File: src/rtl/sipo_deserializer_pkg.sv
// Shared definitions for the serial link: frame size and deserializer FSM states.
// The PISO side imports this too, so both ends agree on the frame width.
package sipo_deserializer_pkg;

  localparam int unsigned DEFAULT_WIDTH = 4;

  typedef enum logic {
    IDLE  = 1'b0,
    SHIFT = 1'b1
  } state_e;

endpackage

File: src/rtl/sipo_deserializer_if.sv
// Serial-in / parallel-out bundle: qualified serial bits in, valid/ready word out,
// plus overrun status/clear and frame-in-progress indication.
interface sipo_deserializer_if
  import sipo_deserializer_pkg::*;
#(
  parameter int unsigned WIDTH = DEFAULT_WIDTH
);

  logic             sin;
  logic             sin_valid;
  logic             sin_sof;
  logic [WIDTH-1:0] pout;
  logic             pout_valid;
  logic             pout_ready;
  logic             overrun;
  logic             clr_overrun;
  logic             busy;

  modport master (
    output sin, sin_valid, sin_sof, pout_ready, clr_overrun,
    input  pout, pout_valid, overrun, busy
  );

  modport slave (
    input  sin, sin_valid, sin_sof, pout_ready, clr_overrun,
    output pout, pout_valid, overrun, busy
  );

endinterface

File: src/rtl/sipo_deserializer_out_buf.sv
// One-entry valid/ready holding register for completed words, with sticky overrun
// when a word completes while the previous one is still unconsumed.
module sipo_out_buf #(
  parameter int unsigned WIDTH = 4
) (
  input  logic             clk,
  input  logic             rst_n,
  input  logic             word_done,
  input  logic [WIDTH-1:0] word,
  input  logic             pout_ready,
  input  logic             clr_overrun,
  output logic [WIDTH-1:0] pout,
  output logic             pout_valid,
  output logic             overrun
);

  logic load_c;
  logic drop_c;

  // Load when empty or when the held word is consumed on this same edge.
  assign load_c = word_done & (~pout_valid | pout_ready);
  assign drop_c = word_done & pout_valid & ~pout_ready;

  always_ff @(posedge clk or negedge rst_n) begin
    if (!rst_n) begin
      pout       <= '0;
      pout_valid <= 1'b0;
      overrun    <= 1'b0;
    end else begin
      if (load_c) begin
        pout       <= word;
        pout_valid <= 1'b1;
      end else if (pout_valid && pout_ready) begin
        pout_valid <= 1'b0;
      end
      // Setting wins over a simultaneous clear.
      if (drop_c) begin
        overrun <= 1'b1;
      end else if (clr_overrun) begin
        overrun <= 1'b0;
      end
    end
  end

endmodule

File: src/rtl/sipo_deserializer.sv
// Rebuilds WIDTH-bit words from a qualified serial stream aligned on start-of-frame,
// handing each completed word to a one-entry output buffer.
module sipo_deserializer
  import sipo_deserializer_pkg::*;
#(
  parameter int unsigned WIDTH     = DEFAULT_WIDTH,
  parameter bit          MSB_FIRST = 1'b1
) (
  input  logic                clk,
  input  logic                rst_n,
  sipo_deserializer_if.slave  bus
);

  localparam int unsigned CNT_W = $clog2(WIDTH);
  localparam logic [CNT_W-1:0] LAST_CNT = CNT_W'(WIDTH - 1);

  state_e           state_q, state_d;
  logic [CNT_W-1:0] cnt_q, cnt_d;
  logic [WIDTH-1:0] shreg_q, shreg_d;
  logic             busy_q;

  logic [WIDTH-1:0] shift_c;
  logic [WIDTH-1:0] first_c;
  logic             done_c;

  // First bit of a frame sits where later bits will push it to its final position.
  assign shift_c = MSB_FIRST ? {shreg_q[WIDTH-2:0], bus.sin}
                             : {bus.sin, shreg_q[WIDTH-1:1]};
  assign first_c = MSB_FIRST ? {{(WIDTH-1){1'b0}}, bus.sin}
                             : {bus.sin, {(WIDTH-1){1'b0}}};

  always_ff @(posedge clk or negedge rst_n) begin
    if (!rst_n) begin
      state_q <= IDLE;
      cnt_q   <= '0;
      shreg_q <= '0;
      busy_q  <= 1'b0;
    end else begin
      state_q <= state_d;
      cnt_q   <= cnt_d;
      shreg_q <= shreg_d;
      busy_q  <= (state_d == SHIFT);
    end
  end

  // Completion outranks sof on the last bit; sof mid-frame silently restarts.
  always_comb begin
    state_d = state_q;
    cnt_d   = cnt_q;
    shreg_d = shreg_q;
    done_c  = 1'b0;
    unique case (state_q)
      IDLE: begin
        if (bus.sin_valid && bus.sin_sof) begin
          shreg_d = first_c;
          cnt_d   = CNT_W'(1);
          state_d = SHIFT;
        end
      end
      SHIFT: begin
        if (bus.sin_valid) begin
          if (cnt_q == LAST_CNT) begin
            done_c  = 1'b1;
            shreg_d = shift_c;
            cnt_d   = '0;
            state_d = IDLE;
          end else if (bus.sin_sof) begin
            shreg_d = first_c;
            cnt_d   = CNT_W'(1);
          end else begin
            shreg_d = shift_c;
            cnt_d   = cnt_q + CNT_W'(1);
          end
        end
      end
      default: state_d = IDLE;
    endcase
  end

  assign bus.busy = busy_q;

  sipo_out_buf #(
    .WIDTH (WIDTH)
  ) u_out_buf (
    .clk         (clk),
    .rst_n       (rst_n),
    .word_done   (done_c),
    .word        (shift_c),
    .pout_ready  (bus.pout_ready),
    .clr_overrun (bus.clr_overrun),
    .pout        (bus.pout),
    .pout_valid  (bus.pout_valid),
    .overrun     (bus.overrun)
  );

endmodule

File: src/flat_wrapper.sv
// flat-port wrapper written by rule: the top's interface ports become plain ports
module sipo_deserializer_flat import sipo_deserializer_pkg::*;
#(
  parameter int unsigned WIDTH     = DEFAULT_WIDTH,
  parameter bit          MSB_FIRST = 1'b1
)
  (clk, rst_n, bus_sin, bus_sin_valid, bus_sin_sof, bus_pout_ready, bus_clr_overrun, bus_pout, bus_pout_valid, bus_overrun, bus_busy);
  sipo_deserializer_if #(.WIDTH(WIDTH)) bus_i ();
  input  logic clk;
  input  logic rst_n;
  input wire logic [$bits(bus_i.sin)-1:0] bus_sin;
  input wire logic [$bits(bus_i.sin_valid)-1:0] bus_sin_valid;
  input wire logic [$bits(bus_i.sin_sof)-1:0] bus_sin_sof;
  input wire logic [$bits(bus_i.pout_ready)-1:0] bus_pout_ready;
  input wire logic [$bits(bus_i.clr_overrun)-1:0] bus_clr_overrun;
  output wire logic [$bits(bus_i.pout)-1:0] bus_pout;
  output wire logic [$bits(bus_i.pout_valid)-1:0] bus_pout_valid;
  output wire logic [$bits(bus_i.overrun)-1:0] bus_overrun;
  output wire logic [$bits(bus_i.busy)-1:0] bus_busy;
  assign bus_i.sin = bus_sin;
  assign bus_i.sin_valid = bus_sin_valid;
  assign bus_i.sin_sof = bus_sin_sof;
  assign bus_i.pout_ready = bus_pout_ready;
  assign bus_i.clr_overrun = bus_clr_overrun;
  assign bus_pout = bus_i.pout;
  assign bus_pout_valid = bus_i.pout_valid;
  assign bus_overrun = bus_i.overrun;
  assign bus_busy = bus_i.busy;
  sipo_deserializer #(.WIDTH(WIDTH), .MSB_FIRST(MSB_FIRST)) u_core (.clk(clk), .rst_n(rst_n), .bus(bus_i));
endmodule
File: config.mk
export PLATFORM = sky130hd
export DESIGN_NAME = sipo_deserializer_flat
export DESIGN_NICKNAME = d
export VERILOG_FILES = /design/src/rtl/sipo_deserializer_pkg.sv /design/src/rtl/sipo_deserializer_if.sv /design/src/rtl/sipo_deserializer_out_buf.sv /design/src/rtl/sipo_deserializer.sv /design/src/flat_wrapper.sv
export SDC_FILE = /design/constraint.sdc
export NUM_CORES = 1
export LEC_CHECK = 0
export ABC_AREA = 1
export CAP_MARGIN = 20
export CORE_MARGIN = 2
export CORE_UTILIZATION = 29
export CTS_CLUSTER_DIAMETER = 30
export DETAILED_ROUTE_END_ITERATION = 10
export GPL_TIMING_DRIVEN = 0
export HOLD_SLACK_MARGIN = 0.02
export MAX_ROUTING_LAYER = met4
export RECOVER_POWER = 100
export SLEW_MARGIN = 20
export SYNTH_ARGS = -nofsm -noshare
export SYNTH_HDL_FRONTEND = slang
export SYNTH_SLANG_ARGS = --single-unit
File: constraint.sdc
create_clock -name clk -period 2.3 [get_ports clk]
set_clock_uncertainty 0.2 [all_clocks]
set_input_delay 0.46 -clock clk [delete_from_list [all_inputs] [get_ports clk]]
set_output_delay 0.46 -clock clk [all_outputs]
set_load 0.005 [all_outputs]
* After elaboration in Yosys (flattened, before gate mapping)
Cells that the tools add are included.
** Storage, ports and cells
- Register bits after elaboration :: 12
- Bits in latches :: 0
- Memory bits (writable) :: 0
- ROM bits :: 0
- Input port bits :: 7
- Output and inout bits :: 7
- Word-level logic and storage cells :: 43
- Memories kept :: 0
** Operators by class
- Add/subtract/negate cells :: 1
- Multiply operators :: 0
- Div/mod/pow operators :: 0
- $lt $le $gt $ge :: 0
- Equal/unequal tests :: 3
- Shifts and indexed selects :: 0
- Muxes and demuxes :: 21
- Bitwise gates (word level) :: 7
- Reduce and logical (&&, ||, !) cells :: 5
** Operators by type and width (number)
- 2-to-1 mux 3 bit :: 4
- 2-to-1 mux 1 bit :: 10
- 2-to-1 mux 2 bit :: 4
- case mux 3 bit (2 select lines) :: 1
- case mux 2 bit (2 select lines) :: 1
- nonzero test 2 bit :: 2
- AND 1 bit :: 3
- NOT 1 bit :: 3
- adder 2 x 1 -> 2 bit, second input constant :: 1
- == test 2 bit, second input constant :: 1
- logical AND 1 bit :: 2
- inequality test 2 x 1 -> 1 bit, second input constant :: 1
- inequality test 2 bit, second input constant :: 1
- case mux 1 bit (2 select lines) :: 1
- AND reduction 2 bit :: 1
- bitwise OR 1 bit :: 1

* Logic depth before layout (Yosys ltp)
Gate-level depths: netlist (run 1).
- Depth after elaboration :: 7
- Depth in mapped cells :: 6
- Mapped depth without buffers :: 6

* Cells and area by module
Synthesis (run 1) repeated with hierarchy kept, for this count alone.
** Unflattened totals
- Cells, all modules :: 63
- Area, all modules :: 539.3 sq um
** Modules (own cells, without submodules)
- sipo_deserializer :: instances 1, cells an instance 38, area an instance 305.3 sq um, sequential area each 150.1 sq um
- sipo_out_buf :: instances 1, cells an instance 25, area an instance 234.0 sq um, sequential area each 150.1 sq um

* Worst setup path before layout (run 1)
No wires, ideal clock.
- Path kind :: reg-to-reg
- From :: register u_core.cnt_q[0]
- To :: register u_core.u_out_buf.pout[0]
- Setup time :: 0.065 ns
- Data arrival time :: 0.938 ns
- Required time :: 2.035 ns
- Slack :: 1.097 ns
- Cell stages (with the launch flop) :: 7
- Path buffers :: 0
- Period minus slack after synthesis :: 1.203 ns
- Cells stage by stage :: dfrtp_1 > ha_1 > nand3_2 > clkinv_2 > nand2_2 > nand2_1 > nand2_1
** Between the ends
- Longest elaborated chain between the ends :: 5
** RTL lines
- start, declared :: line sipo_deserializer.sv:18 : logic [CNT_W-1:0] cnt_q, cnt_d;
- start signal, assigned :: line sipo_deserializer.sv:40 : cnt_q <= cnt_d;
- == test 2 bit :: line sipo_deserializer.sv:62 : if (cnt_q == LAST_CNT) begin
- 2-to-1 mux 1 bit :: line sipo_deserializer.sv:62
- 2-to-1 mux 1 bit :: line sipo_deserializer.sv:61 : if (bus.sin_valid) begin
- 2-to-1 mux 1 bit :: line sipo_deserializer.sv:52 : unique case (state_q)
- AND 1 bit :: line sipo_deserializer_out_buf.sv:21 : assign load_c = word_done & (~pout_valid | pout_ready);
- end signal, assigned :: line sipo_deserializer_out_buf.sv:31 : pout <= word;
- end, declared :: line sipo_deserializer_out_buf.sv:12 : output logic [WIDTH-1:0] pout,
No other way between the ends.
A chain may end at the register's enable or synchronous reset.

==> out/results.tsv, run 1 <==
stage	metric	value	unit
floorplan	Core Rows	15	
route	1st-pass router iterations	4	
sta	Worst-Margin Slew	0.527	ns
finish	# fillers	173	
placed_design	placer congestion estimate	0.679	
sta	Achievable Freq	499	MHz
sta	crit share post-route	0.871	
logic_synthesis	Synth Instances	60	
sta	final setup TNS	0	ns
finish	multi-input logic area	184	sq um
finish	Reg area	300	sq um
route	Routed Antenna Nets	0	
floorplan	Core ar.	1710	sq um
power_and_ir_drop	Pwr Density	1020	nW/um^2
floorplan	die width	46.3	um
logic_synthesis	Synth Warn #	0	
sta	max-slew violations	0	
logic_synthesis	Yosys reg bits	12	
grt	antenna violations before repair	0	
finish	# diodes	0	
cts	clock sink total	12	
floorplan	initial core utilization	0.303	
worst_setup_path	crit start category	flop	
floorplan	IO Pins	14	
grt	first-pass GRT wire length	1630	um
cts	Post-CTS Resized	0	
placed_design	placed wire-length estimate	778	um
cts	Hold-fix buffers, CTS	0	
sta	Final Hold Fails	0	
cts	Root Buffer	clkbuf_4	
cts	Max Buffers Root-to-Sink	2	
grt	GRT Residual Overflow	0	
power_and_ir_drop	VDD IR-drop max	0.000271	V
flow_run	max-cap violations	0	
route	Wirelength per Cell	9.81	um
cts	Num CTS Buffers	3	
logic_synthesis	synthesized cell area	518	sq um
route	Initial DRC Count	6	
logic_synthesis	syn avg cell area	8.63	sq um
logic_synthesis	sequential cell area fraction in the yosys report	0.580	
finish	# nets final	86	
grt	vias in the first global route	405	
run_status	outcome	finished clean	
floorplan	die area	2140	sq um
logic_synthesis	post-synth top area cell	dfrtp_1	
logic_synthesis	syn_nets	68	
placed_design	IO Port Bufs	13	
hold_path	Worst Hold Class	reg -> reg	
worst_setup_path	Req. time, crit path	1.64	ns
cts	CTS tree	built	
cts	Setup Fix Bufs, Post-CTS	0	
logic_synthesis	Yosys cell types	14	
cts	H-tree depth	1	
worst_setup_path	worst path buffer plus inverter count	1	
power_and_ir_drop	Leakage	0.363	nW
floorplan	Die Y	46.3	um
worst_setup_path	Max FO, Critical Path	7	
sta	RSZ-0062 raised after global routing	false	
power_and_ir_drop	overall power	719	uW
grt	GRT Total Usage	0.117	
logic_synthesis	top cell type's share of synthesized area	0.580	
route	Post-route DRC	0	
worst_setup_path	Worst EP arrival	1.34	ns
worst_setup_path	Critical Path Max Stage Delay	0.61	ns
worst_setup_path	Crit. End Element	output port	
worst_setup_path	worst path cell trace	dlygate4sd3_1	
worst_setup_path	critical path type	reg -> out	
logic_synthesis	Area contributors post-synth	dfrtp_1, nand2_1, nand3_1	
grt	largest net degree at the start of global routing	13	
route	drt total wl	1000	um
sta	Slew HR	0.647	
sta	Setup Viol. Count Final	0	
worst_setup_path	slowest cell on the critical path	dlygate4sd3_1	
route	DR vias/cell	4.41	
worst_setup_path	Top delay family on crit path	buffers and inverters	
cts	CTS clk-pin slew, worst paths	0.08	ns
sta	Tmin final	2.00	ns
route	DR vias	450	
cts	clock latency on the worst-skew pair	0.27	ns
finish	layout cells sized above 1	0.0649	
finish	Syn-to-layout area delta	36.2	%
==> synthesized netlist by cell type, drive strengths merged <==
library cell	instances
a21oi	1
nor2	1
dfrtp	12
nand2	28
ha	1
o22ai	1
nand3	6
clkinv	1
o21ai	3
inv	5
nand4	1
==> placed cells by master (no fill, tap or decap) <==
| master | synthesis | layout |
|---|---|---|
| clkbuf_4 | 0 | 3 |
| ha_1 | 1 | 1 |
| o22ai_1 | 1 | 1 |
| clkbuf_8 | 0 | 1 |
| nor2_1 | 1 | 1 |
| nand4_1 | 1 | 1 |
| dlygate4sd3_1 | 0 | 10 |
| clkinvlp_2 | 0 | 1 |
| dfrtp_1 | 12 | 12 |
| nand3_1 | 5 | 6 |
| a21oi_1 | 1 | 1 |
| nand2_1 | 26 | 28 |
| inv_1 | 4 | 5 |
| o21ai_1 | 3 | 1 |
| o21ai_0 | 0 | 2 |
| clkdlybuf4s50_1 | 0 | 3 |
==> through the flow <==
stage                     hold WS, ns  cells  utilization  setup slack [ns]  instance area (sq um)
after detailed placement        0.258     98        0.398             0.523                    679
after global placement          0.256     98        0.398             0.548                    679
final                           0.265    102        0.413             0.296                    706
after global routing            0.288    102        0.413             0.237                    706
after floorplan               -0.0356     60            -              1.10                    518
after CTS                       0.279    102        0.419             0.309                    716
==> cell families (layout without fill, tap and decap cells) <==
logic type / Yosys count / after routing / share of synthesized area
buffers and inverters: 6 / 23 / 0.0459
AND/OR/NAND/NOR: 36 / 36 / 0.299
adder cells (fa/ha/maj): 1 / 1 / 0.0242
flip-flops: 12 / 12 / 0.580
AO/OA/AOI/OAI: 5 / 5 / 0.0507
==> final cells by class <==
type                    instances  area share
clock buffers                   4      0.0514
multi-input cells              42       0.261
flip-flops and latches         12       0.426
inverters                       6      0.0337
repair buffers                 13       0.184
well taps                      25      0.0443
==> where the power goes <==
part / internal [mW] / total [mW] / switching (mW)
registers: 0.282 / 0.331 / 0.0490
clock network: 0.0962 / 0.168 / 0.0714
logic: 0.112 / 0.220 / 0.108
total: 0.490 / 0.719 / 0.228
==> flip-flops by register name, indices dropped and copies added, names as in the netlist <==
| name | flops |
|---|---|
| u_core.u_out_buf.pout_valid | 1 |
| u_core.shreg_q | 3 |
| u_core.state_q | 1 |
| u_core.cnt_q | 2 |
| u_core.u_out_buf.pout | 4 |
| u_core.u_out_buf.overrun | 1 |
==> final timing paths <==
| check | startpoint | to | slack, ns | depth (start not counted) |
|---|---|---|---|---|
| worst max register to register | u_core.cnt_q[0] | u_core.u_out_buf.pout[0] | 0.74 | 6 |
| min in group asynchronous | rst_n | u_core.u_out_buf.pout[3] | 0.40 | 1 |
| worst min register to register | u_core.u_out_buf.pout[2] | u_core.u_out_buf.pout[2] | 0.27 | 2 |
| max in group asynchronous | rst_n | u_core.state_q | 1.15 | 1 |
| worst max-delay path | u_core.state_q | bus_busy | 0.30 | 1 |
| worst min-delay path | u_core.u_out_buf.pout[2] | u_core.u_out_buf.pout[2] | 0.27 | 2 |
==> routing by layer <==
layer,track usage,vias up,share of wire
met1,0.114,204,0.43
li1,-,227,-
met5,-,-,0
met3,0.0118,2,0.053
met2,0.203,17,0.50
met4,0.103,0,0.019
Power figures use the tool's default switching activity.
==> run 2: changes to the inputs <==
--- a/config.mk
+++ b/config.mk
@@ -11,10 +11,10 @@
 export CORE_UTILIZATION = 29
 export CTS_CLUSTER_DIAMETER = 30
 export DETAILED_ROUTE_END_ITERATION = 10
-export GPL_TIMING_DRIVEN = 0
 export HOLD_SLACK_MARGIN = 0.02
 export MAX_ROUTING_LAYER = met4
 export RECOVER_POWER = 100
+export SKIP_LAST_GASP = 1
 export SLEW_MARGIN = 20
 export SYNTH_ARGS = -nofsm -noshare
 export SYNTH_HDL_FRONTEND = slang
==> run 2 against run 1 <==
Worst setup slack better by 0.028 ns. Die area unchanged. First-iteration DRC count up 100%. Largest cell class unchanged.
==> out/results.tsv, run 2 (same netlist as run 1, synthesis figures left out) <==
stage	metric	value	unit	change
cts	CTS clk-pin slew, worst paths	0.08	ns	about the same
cts	CTS tree	built		
finish	most frequent cells in the layout	nand2_1, dfrtp_1, dlygate4sd3_1		
grt	first-pass GRT wire length	1570	um	-3.8%
route	Routed Antenna Nets	0		unchanged
route	1st-pass router iterations	6		+2
floorplan	Core ar.	1710	sq um	unchanged
cts	Setup Fix Bufs, Post-CTS	0		unchanged
finish	Biggest register	u_core.u_out_buf.pout		
worst_setup_path	Worst EP arrival	1.32	ns	-0.02 ns
sta	RSZ-0062 raised after global routing	false		
placed_design	IO Port Bufs	13		unchanged
route	drt total wl	986	um	-1.5%
floorplan	die width	46.3	um	unchanged
sta	Final Hold Fails	0		unchanged
placed_design	placer congestion estimate	0.750		+10%
grt	GRT Total Usage	0.110		-0.00674
placed_design	placed wire-length estimate	764	um	-1.8%
worst_setup_path	reg2reg path depth	6		unchanged
sta	Worst-Margin Slew	0.541	ns	+0.0134 ns
sta	Achievable Freq	506	MHz	+1.4%
route	DR vias	436		-3.1%
cts	Post-CTS Resized	0		unchanged
worst_setup_path	Crit. End Element	output port		
floorplan	die area	2140	sq um	unchanged
finish	largest registers	u_core.u_out_buf.pout x4, u_core.shreg_q x3, u_core.cnt_q x2		
floorplan	initial core utilization	0.303		unchanged
route	Met3 Wirelength	28	um	-47%
finish	# diodes	0		unchanged
route	met2 wire length	459	um	-8.4%
route	M1 WL	497	um	+17%
worst_setup_path	Top delay family on crit path	buffers and inverters		
finish	max reg flops	4		unchanged
grt	antenna violations before repair	0		unchanged
floorplan	Die Y	46.3	um	unchanged
grt	largest net degree at the start of global routing	13		unchanged
route	DR vias/cell	4.27		-3.1%
sta	Setup Viol. Count Final	0		unchanged
finish	Final Instance Area	706	sq um	unchanged
cts	Max Buffers Root-to-Sink	2		unchanged
floorplan	IO Pins	14		unchanged
sta	Tmin final	1.98	ns	-0.0279 ns
sta	crit share post-route	0.859		-0.0121
cts	Hold-fix buffers, CTS	0		unchanged
power_and_ir_drop	Pwr Density	1010	nW/um^2	-0.94%
finish	# nets final	86		unchanged
worst_setup_path	worst path buffer plus inverter count	1		unchanged
finish	# fillers	179		+3.5%
sta	Slew HR	0.638		-0.00899
power_and_ir_drop	VDD IR-drop max	0.000467	V	+72%
route	Wirelength per Cell	9.67	um	-1.5%
worst_setup_path	critical path type	reg -> out		
route	Initial DRC Count	12		+6
cts	clock latency on the worst-skew pair	0.27	ns	about the same
worst_setup_path	r2r setup slk	0.76	ns	+0.02 ns
worst_setup_path	crit start category	flop		
finish	Syn-to-layout area delta	36.2	%	unchanged
grt	vias in the first global route	379		-6.4%
route	Max Used Layer	met3		
route	Post-route DRC	0		unchanged
worst_setup_path	Max FO, Critical Path	7		unchanged
flow_run	max-cap violations	0		unchanged
worst_setup_path	worst path cell trace	dlygate4sd3_1		
power_and_ir_drop	Leakage	0.363	nW	about the same
worst_setup_path	Critical Path Max Stage Delay	0.60	ns	about the same
worst_setup_path	Req. time, crit path	1.64	ns	about the same
placed_design	placed inst area	679	sq um	unchanged
cts	H-tree depth	1		unchanged
cts	Root Buffer	clkbuf_4		
finish	layout cells sized above 1	0.0649		unchanged
grt	GRT Residual Overflow	0		unchanged
hold_path	Worst Hold Class	reg -> reg		
cts	Num CTS Buffers	3		unchanged
sta	max-slew violations	0		unchanged
worst_setup_path	critical path depth	1		unchanged
finish	commonest non-fill, non-tap cell in the layout	nand2_1		
floorplan	Core Rows	15		unchanged
run_status	outcome	finished clean		
hold_path	worst hold path depth	2		unchanged
worst_setup_path	slowest cell on the critical path	dlygate4sd3_1		
cts	clock sink total	12		unchanged
sta	final setup TNS	0	ns	unchanged
[run 2: cell type report]
type / instances / area (sq um) / area share
clock buffer: 4 / 36.3 / 0.0514
inverter: 6 / 23.8 / 0.0337
multi-input combinational: 42 / 184 / 0.261
sequential: 12 / 300 / 0.426
tap: 25 / 31.3 / 0.0443
timing repair buffer: 13 / 130 / 0.184
[run 2: power by group]
| group | internal (mW) | switching, mW |
|---|---|---|
| sequential | 0.282 | 0.0489 |
| clock | 0.0960 | 0.0699 |
| combinational | 0.111 | 0.104 |
[run 2: path summary, 6_finish.rpt]
kind,start,endpoint
setup / recovery,u_core.state_q,bus_busy
hold / removal,u_core.u_out_buf.pout[1],u_core.u_out_buf.pout[1]
setup reg to reg,u_core.cnt_q[0],u_core.u_out_buf.pout[0]
hold reg to reg,u_core.u_out_buf.pout[1],u_core.u_out_buf.pout[1]
max in group asynchronous,rst_n,u_core.cnt_q[1]
min in group asynchronous,rst_n,u_core.u_out_buf.pout[3]
[run 2: through the flow]
| stage | worst slack, ns | power, mW | cells | hold WS [ns] | utilization |
|---|---|---|---|---|---|
| detailed placement | 0.545 | 0.583 | 98 | 0.261 | 0.398 |
| finish | 0.324 | 0.712 | 102 | 0.269 | 0.413 |
| global placement | 0.581 | 0.581 | 98 | 0.264 | 0.398 |
| global route | 0.251 | 0.770 | 102 | 0.296 | 0.413 |
| floorplan | 1.10 | 0.456 | 60 | -0.0356 | - |
| CTS | 0.339 | 0.755 | 102 | 0.282 | 0.419 |
[run 2: tightest hold or removal path, delay by kind of cell, from the launching register on]
family / cells / cell delay [ns]
flops: 1 / 0.35
simple gates: 2 / 0.09
[run 2: layer usage]
metal	GRT usage	up-vias
met5	-	-
met4	0.0857	0
met3	0.0118	0
met2	0.172	11
met1	0.128	199
li1	-	226
